===== src/rtl/wb_pkg.sv =====
// Shared types and constants for the write-back result pipeline.
package wb_pkg;

    typedef enum logic [1:0] {
        EMPTY = 2'd0,
        ONE   = 2'd1,
        TWO   = 2'd2
    } occ_e;

    localparam int unsigned SRC_ALU = 0;
    localparam int unsigned SRC_MEM = 1;
    localparam int unsigned CNT_W   = 32;

endpackage


===== src/rtl/result_mux.sv =====
// Combinational result-source select; out-of-range selectors yield zero.
module result_mux #(
    parameter int unsigned WIDTH = 32,
    parameter int unsigned NSRC  = 4,
    parameter int unsigned SEL_W = $clog2(NSRC)
) (
    input  logic [SEL_W-1:0]      sel_i,
    input  logic [NSRC*WIDTH-1:0] data_i,
    output logic [WIDTH-1:0]      data_o
);

    // Compare at 32 bits so selectors beyond NSRC never alias a real source.
    always_comb begin
        data_o = '0;
        for (int k = 0; k < int'(NSRC); k++) begin
            if (32'(sel_i) == 32'(k)) begin
                data_o = data_i[k*WIDTH +: WIDTH];
            end
        end
    end

endmodule


===== src/rtl/wb_pipe.sv =====
// Write-back stage: source select, 2-entry head/skid FIFO and commit counter.
module wb_pipe #(
    parameter int unsigned WIDTH   = 32,
    parameter int unsigned NSRC    = 4,
    parameter int unsigned RADDR_W = 4,
    parameter int unsigned SEL_W   = $clog2(NSRC)
) (
    input  logic                  clk,
    input  logic                  rst,
    input  logic                  in_valid,
    output logic                  in_ready,
    input  logic [SEL_W-1:0]      in_sel,
    input  logic [NSRC*WIDTH-1:0] in_data,
    input  logic [RADDR_W-1:0]    in_rd,
    input  logic                  in_we,
    input  logic                  flush,
    output logic                  out_valid,
    input  logic                  out_ready,
    output logic [WIDTH-1:0]      out_data,
    output logic [RADDR_W-1:0]    out_rd,
    output logic                  wb_we,
    output logic [31:0]           commit_cnt
);
    import wb_pkg::*;

    occ_e               state_q, state_d;
    logic [WIDTH-1:0]   head_data_q, head_data_d, skid_data_q, skid_data_d;
    logic [RADDR_W-1:0] head_rd_q, head_rd_d, skid_rd_q, skid_rd_d;
    logic               head_we_q, head_we_d, skid_we_q, skid_we_d;
    logic [CNT_W-1:0]   commit_q, commit_d;

    logic [WIDTH-1:0]   sel_data;
    logic               new_we;
    logic               push;
    logic               pop;

    result_mux #(
        .WIDTH (WIDTH),
        .NSRC  (NSRC),
        .SEL_W (SEL_W)
    ) u_result_mux (
        .sel_i  (in_sel),
        .data_i (in_data),
        .data_o (sel_data)
    );

    // Writes to register 0 are dropped at capture time.
    assign new_we = in_we && (in_rd != '0);

    assign in_ready   = (state_q != TWO);
    assign out_valid  = (state_q != EMPTY);
    assign out_data   = head_data_q;
    assign out_rd     = head_rd_q;
    assign wb_we      = out_valid && out_ready && head_we_q;
    assign commit_cnt = commit_q;

    assign push = in_valid && in_ready;
    assign pop  = out_valid && out_ready;

    always_comb begin
        state_d     = state_q;
        head_data_d = head_data_q;
        head_rd_d   = head_rd_q;
        head_we_d   = head_we_q;
        skid_data_d = skid_data_q;
        skid_rd_d   = skid_rd_q;
        skid_we_d   = skid_we_q;
        commit_d    = commit_q;

        if (flush) begin
            state_d = EMPTY;
        end else begin
            if (wb_we) begin
                commit_d = commit_q + CNT_W'(1);
            end
            unique case (state_q)
                EMPTY: begin
                    if (push) begin
                        head_data_d = sel_data;
                        head_rd_d   = in_rd;
                        head_we_d   = new_we;
                        state_d     = ONE;
                    end
                end
                ONE: begin
                    if (push && pop) begin
                        head_data_d = sel_data;
                        head_rd_d   = in_rd;
                        head_we_d   = new_we;
                    end else if (push) begin
                        skid_data_d = sel_data;
                        skid_rd_d   = in_rd;
                        skid_we_d   = new_we;
                        state_d     = TWO;
                    end else if (pop) begin
                        state_d = EMPTY;
                    end
                end
                TWO: begin
                    // Skid is always the younger entry, so it becomes the head.
                    if (pop) begin
                        head_data_d = skid_data_q;
                        head_rd_d   = skid_rd_q;
                        head_we_d   = skid_we_q;
                        state_d     = ONE;
                    end
                end
                default: state_d = EMPTY;
            endcase
        end
    end

    always_ff @(posedge clk or posedge rst) begin
        if (rst) begin
            state_q     <= EMPTY;
            head_data_q <= '0;
            head_rd_q   <= '0;
            head_we_q   <= 1'b0;
            skid_data_q <= '0;
            skid_rd_q   <= '0;
            skid_we_q   <= 1'b0;
            commit_q    <= '0;
        end else begin
            state_q     <= state_d;
            head_data_q <= head_data_d;
            head_rd_q   <= head_rd_d;
            head_we_q   <= head_we_d;
            skid_data_q <= skid_data_d;
            skid_rd_q   <= skid_rd_d;
            skid_we_q   <= skid_we_d;
            commit_q    <= commit_d;
        end
    end

endmodule


===== config.mk =====
export PLATFORM = sky130hd
export DESIGN_NAME = wb_pipe
export DESIGN_NICKNAME = d
export VERILOG_FILES = /design/src/rtl/wb_pkg.sv /design/src/rtl/result_mux.sv /design/src/rtl/wb_pipe.sv
export SDC_FILE = /design/constraint.sdc
export NUM_CORES = 1
export LEC_CHECK = 0
export CAP_MARGIN = 40
export CORE_MARGIN = 5
export CORE_UTILIZATION = 45
export DETAILED_ROUTE_END_ITERATION = 6
export PLACE_DENSITY = 0.87
export RECOVER_POWER = 50
export SLEW_MARGIN = 5
export SYNTH_ARGS = -nofsm -noshare
export SYNTH_HDL_FRONTEND = slang
export SYNTH_HIERARCHICAL = 1
export SYNTH_SLANG_ARGS = --single-unit

===== constraint.sdc =====
create_clock -name clk -period 4.2 [get_ports clk]
set_input_delay 0.84 -clock clk [delete_from_list [all_inputs] [get_ports clk]]
set_output_delay 0.84 -clock clk [all_outputs]
set_load 0.03 [all_outputs]

==> results.py, run 1 <==
metrics = {
    "clocking": {
        "path_clk_slew_ns": 0.07,
        "ctsLongestPathBuffers": 2,
        "post_cts.repair.setup_buffers": 0,
        "clkLatencyLatePin_ns": 0.34,
        "cts_tree": "yes",
        "cts_hold_buf": 0,
        "htreeDepth": 3,
        "post_cts_resize_count": 0,
        "clock-sinks": 108,
        "cts-root-buf": "clkbuf_16",
        "numCtsBuffers": 9,
    },
    "detailed_routing": {
        "firstDrtPassIters": 4,
        "drtIter0Drc": 319,
        "wl_per_cell_um": 17.8,
        "ant_nets": 0,
        "viasPerCell": 5.35,
        "drc": 0,
        "wl_um": 14100,
        "vias": 4218,
    },
    "synthesis": {
        "avgSynthCellArea_um2": 12.7,
        "syn_inst": 434,
        "yosys.area.top_type": "dfrtp_1",
        "syn_area_um2": 5510,
        "synth_ff_type": "dfrtp_1",
        "seq_area_frac_synth_pct": 49.1,
        "synthArstFlopShare_pct": 100,
        "synth.top_cell.area_share_pct": 49.1,
        "synthesis.nets": 575,
        "yosysWarnings": 6,
        "synth_edf_count": 0,
        "ys_ff_latch": 108,
        "ys_types": 38,
        "synth_area_leaders": "dfrtp_1 (49%), mux4_2 (12%), mux2_2 (7.6%)",
    },
    "timing": {
        "final.period_utilization_pct": 79.6,
        "max-slew-margin-rel_pct": -16.3,
        "rsz0062_at_grt": "no",
        "finalSetupTns_ns": 0,
        "setup_violations": 0,
        "worst_slack_ns": 0.857,
        "hold_viol_final": 0,
        "skew_ns": 0.00582,
        "fmax_mhz": 299,
        "period_needed_ns": 3.34,
        "slew_viol_final": 39,
        "worst_pin_slew_ns": 1.73,
    },
    "floorplanning": {
        "fp-row-count": 40,
        "initial_core_util_pct": 45.9,
        "die_h_um": 121,
        "dieArea_um2": 14600,
        "boundaryPins": 211,
        "coreArea_um2": 12000,
        "chipWidth_um": 121,
    },
    "worst_setup_path": {
        "end_kind": "output port",
        "worst_setup_path_start_kind": "primary input",
        "crit_type": "in -> out",
        "cp_max_fo": 6,
        "cp.arrival_ns": 2.50,
        "critPathRequiredTime_ns": 3.36,
    },
    "place": {
        "place_hpwl_um": 11000,
        "place_area_um2": 7720,
        "preCtsSetupSlack_ns": 1.01,
        "io_buffers": 210,
        "place_congestion": 0.919,
    },
    "layout": {
        "layout-drive-gt1-share_pct": 15.3,
        "final_area_um2": 7980,
        "finish.utilization_pct": 66.5,
        "final_common_cell": "clkdlybuf4s50_1",
        "layout_common_cells": "clkdlybuf4s50_1 (184), dfrtp_1 (108), nand2_1 (53)",
        "finalNetCount": 779,
        "antenna_cells": 0,
        "syn2layout_area_growth_pct": 44.9,
    },
    "grt": {
        "grt_max_degree": 75,
        "grt_pass1_wl_um": 23100,
        "antenna_found_initial": 0,
        "grt_pass1_vias": 4709,
        "grt-ovfl-total": 0,
        "grt_use_total_pct": 19.7,
    },
    "power": {
        "powerDensity_nw_per_um2": 374,
        "leakagePower_nw": 3.45,
        "peakVddDrop_v": 0.000182,
        "finalPower_mw": 2.99,
    },
    "outcome": {
        "violations": "max-capacitance violations, max-slew violations",
        "outcome": "complete, but fails checks",
    },
    "min_path": {
        "hold_path.class": "reg -> reg",
    },
    "run": {
        "cap_violations": 1,
    },
}
==> worst max-delay path, cell delays in order <==
cell,delay [ns]
dlygate4sd3_1,0.65
o211ai_1,0.24
inv_1,0.09
clkdlybuf4s50_1,0.67
==> flip-flops by register name, indices dropped and copies added (netlist names) <==
register and cells:
head_we_q 1, skid_data_q 32, state_q 2, out_rd 4, out_data 32, skid_we_q 1
skid_rd_q 4, commit_cnt 32
==> final timing paths <==
check / start / to / slack [ns] / depth (start not counted)
max in group asynchronous: rst / out_data[7] / 1.81 / 3
max reg2reg: state_q[1] / skid_data_q[6] / 1.92 / 4
min reg2reg: commit_cnt[31] / commit_cnt[31] / 0.47 / 1
min: commit_cnt[31] / commit_cnt[31] / 0.47 / 1
min in group asynchronous: rst / commit_cnt[16] / 1.38 / 2
max: out_ready / wb_we / 0.86 / 4
==> per-layer routing <==
metal  global-route usage (%)  routed length (µm)  vias up
met5                        0                   0        -
met4                     6.52                 262        0
met3                     4.49                 899       23
met2                     36.0                7410      151
met1                     22.8                5480     2066
li1                         -                   -     1978
==> layout make-up <==
class	instances	area [µm²]
timing repair buffer	217	2170
clock inverter	4	51.3
clock buffer	11	233
sequential	108	2700
tap	147	184
inverter	6	23.8
multi-input combinational	296	2610
fill	902	4030
==> per-stage QoR <==
step | instances | hold slack, ns
2_1_floorplan | 434 | 0.450
6_report | 789 | 0.472
3_3_place_gp | 773 | 0.456
5_1_grt | 789 | 0.503
3_5_place_dp | 774 | 0.462
4_1_cts | 789 | 0.471
==> cells by family after synthesis <==
group | after synthesis | synth area share [%]
compound gates | 44 | 4.50
mux | 106 | 27.5
fa+ha+maj | 1 | 0.227
buf+inv | 30 | 3.27
flops | 108 | 49.1
xor+xnor | 31 | 4.93
simple gates | 114 | 10.5
==> cells in the mapped netlist, types with 2 or more instances <==
library cell,instances
nand4_1,9
inv_1,6
nor2_1,14
xor2_1,12
clkbuf_1,11
nor4_2,2
o21ai_0,38
and3_1,2
nor3_1,8
buf_12,3
dfrtp_1,108
mux4_2,30
buf_2,9
mux2i_1,37
mux2_2,37
xnor2_1,19
and4_1,2
nand3_1,12
mux4_1,2
a21oi_1,2
nand2b_1,2
nand2_1,53
==> power by group <==
group	switching [mW]	internal [mW]	total, mW
Sequential	0.119	1.24	1.36
Clock	0.362	0.460	0.822
Combinational	0.386	0.425	0.811
Total	0.867	2.12	2.99
No activity file was read; power rests on OpenSTA's default activity.
==> inputs of run 2 (changes only) <==
==> constraint.sdc (replaced) <==
create_clock -name clk -period 3.1 [get_ports clk]
set_input_delay 0.62 -clock clk [delete_from_list [all_inputs] [get_ports clk]]
set_output_delay 0.62 -clock clk [all_outputs]
set_load 0.03 [all_outputs]
==> run 2 against run 1 <==
Clock power up 51%. Sequential power up 35%. Critical path type unchanged. Routed wire length up 2.7%. Hold slack better by 0.0019 ns. Final cell count up 0.13%. The flow now finishes without violations. Flip-flop and latch count unchanged.
==> results.py, run 2 (synthesis results as in run 1) <==
metrics = {
    "place": {
        "place_hpwl_um": 11100,
        "place_congestion": 0.898,
        "io_buffers": 210,
    },
    "clocking": {
        "clock-sinks": 108,
        "path_clk_slew_ns": 0.08,
        "ctsLongestPathBuffers": 2,
        "post_cts.repair.setup_buffers": 0,
        "htreeDepth": 3,
        "clkLatencyLatePin_ns": 0.34,
        "cts_hold_buf": 0,
        "post_cts_resize_count": 0,
        "cts_tree": "yes",
        "numCtsBuffers": 9,
        "cts-root-buf": "clkbuf_16",
    },
    "detailed_routing": {
        "viasPerCell": 5.40,
        "wl_um": 14400,
        "wl_per_cell_um": 18.3,
        "drc": 0,
        "firstDrtPassIters": 4,
        "drtIter0Drc": 369,
        "vias": 4269,
        "ant_nets": 0,
    },
    "grt": {
        "grt-ovfl-total": 0,
        "grt_use_total_pct": 19.9,
        "grt_max_degree": 109,
        "antenna_found_initial": 0,
        "grt_pass1_vias": 4690,
        "grt_pass1_wl_um": 23100,
    },
    "min_path": {
        "hold_path.class": "reg -> reg",
    },
    "timing": {
        "skew_ns": 0.0103,
        "setup_violations": 0,
        "worst_pin_slew_ns": 1.47,
        "max-slew-margin-rel_pct": 2.11,
        "slew_viol_final": 0,
        "finalSetupTns_ns": 0,
        "rsz0062_at_grt": "no",
        "fmax_mhz": 351,
        "final.period_utilization_pct": 92.0,
        "hold_viol_final": 0,
        "period_needed_ns": 2.85,
    },
    "power": {
        "sw_frac_of_total_pct": 29.1,
        "powerDensity_nw_per_um2": 524,
        "switchingPower_mw": 1.23,
        "clkPwrFrac_pct": 29.5,
        "internal_power_mw": 2.99,
        "peakVddDrop_v": 0.000368,
        "p_comb_share_pct": 26.8,
        "power_frac_seq_pct": 43.7,
        "leakagePower_nw": 3.45,
    },
    "layout": {
        "layout_common_cells": "clkdlybuf4s50_1 (202), dfrtp_1 (108), nand2_1 (53)",
        "fillers": 896,
        "layout-drive-gt1-share_pct": 15.7,
        "finish.utilization_pct": 66.9,
        "antenna_cells": 0,
        "final_common_cell": "clkdlybuf4s50_1",
        "finalNetCount": 779,
        "syn2layout_area_growth_pct": 45.9,
    },
    "floorplanning": {
        "dieArea_um2": 14600,
        "fp-row-count": 40,
        "chipWidth_um": 121,
        "die_h_um": 121,
        "coreArea_um2": 12000,
        "boundaryPins": 211,
        "initial_core_util_pct": 45.9,
    },
    "outcome": {
        "outcome": "finished, final reports clean",
    },
    "worst_setup_path": {
        "crit_type": "in -> out",
        "critPathRequiredTime_ns": 2.48,
        "worst_setup_path_start_kind": "primary input",
        "cp_max_fo": 6,
        "end_kind": "output port",
        "cp.arrival_ns": 2.23,
    },
    "run": {
        "cap_violations": 0,
    },
}
run 2: cell count changes in the layout (fill, tap and decap cells not counted), sizes merged:
cell and delta:
clkdlybuf4s50 +18, dlygate4sd3 -18, inv +2, buf -1, bufinv +1, clkinv -1
run 2: routing by layer:
metal  share of wire [%]  up-vias  GRT usage [%]
met5                   0        -              0
met4                 1.4        0           4.60
met3                 6.8       20           5.43
met2                  54      148           36.7
met1                  38     2118           22.9
li1                    -     1983              -
run 2: final cells by class:
class / count / area [µm²] / area share [%]
sequential: 108 / 2700 / 33.6
tap: 147 / 184 / 2.29
timing repair buffer: 217 / 2170 / 27.0
multi-input combinational: 296 / 2630 / 32.7
clock buffer: 10 / 229 / 2.85
inverter: 6 / 26.3 / 0.327
clock inverter: 6 / 93.8 / 1.17
run 2: through the flow:
step,setup slack (ns),area [µm²],hold slack (ns),total power [mW],instances
after floorplan,1.18,5510,0.450,2.46,434
after global placement,0.368,7740,0.458,2.95,774
after detailed placement,0.322,7740,0.471,3.01,774
after CTS,0.317,8070,0.483,4.25,790
after global routing,0.172,8040,0.510,4.40,790
final,0.249,8040,0.474,4.21,790
run 2: final timing paths:
check | start | endpoint | slack, ns | cells after the start
max | out_ready | wb_we | 0.25 | 4
min in group asynchronous | rst | commit_cnt[17] | 1.27 | 3
max reg2reg | state_q[1] | out_data[12] | 0.79 | 5
max in group asynchronous | rst | commit_cnt[1] | 0.85 | 3
min reg2reg | commit_cnt[31] | commit_cnt[31] | 0.47 | 1
min | commit_cnt[31] | commit_cnt[31] | 0.47 | 1
run 2: power groups by stage:
| stage | sequential [mW] | clock (mW) | combinational (mW) |
|---|---|---|---|
| floorplan | 2.05 | 0 | 0.416 |
| global placement | 1.85 | 0 | 1.11 |
| detailed placement | 1.87 | 0 | 1.15 |
| CTS | 1.84 | 1.25 | 1.16 |
| global route | 1.87 | 1.33 | 1.21 |
| finish | 1.84 | 1.24 | 1.13 |
run 2: worst max-delay path: stages:
cell	delay (ns)
dlygate4sd3_1	0.71
o211ai_4	0.16
inv_1	0.08
clkdlybuf4s50_1	0.66
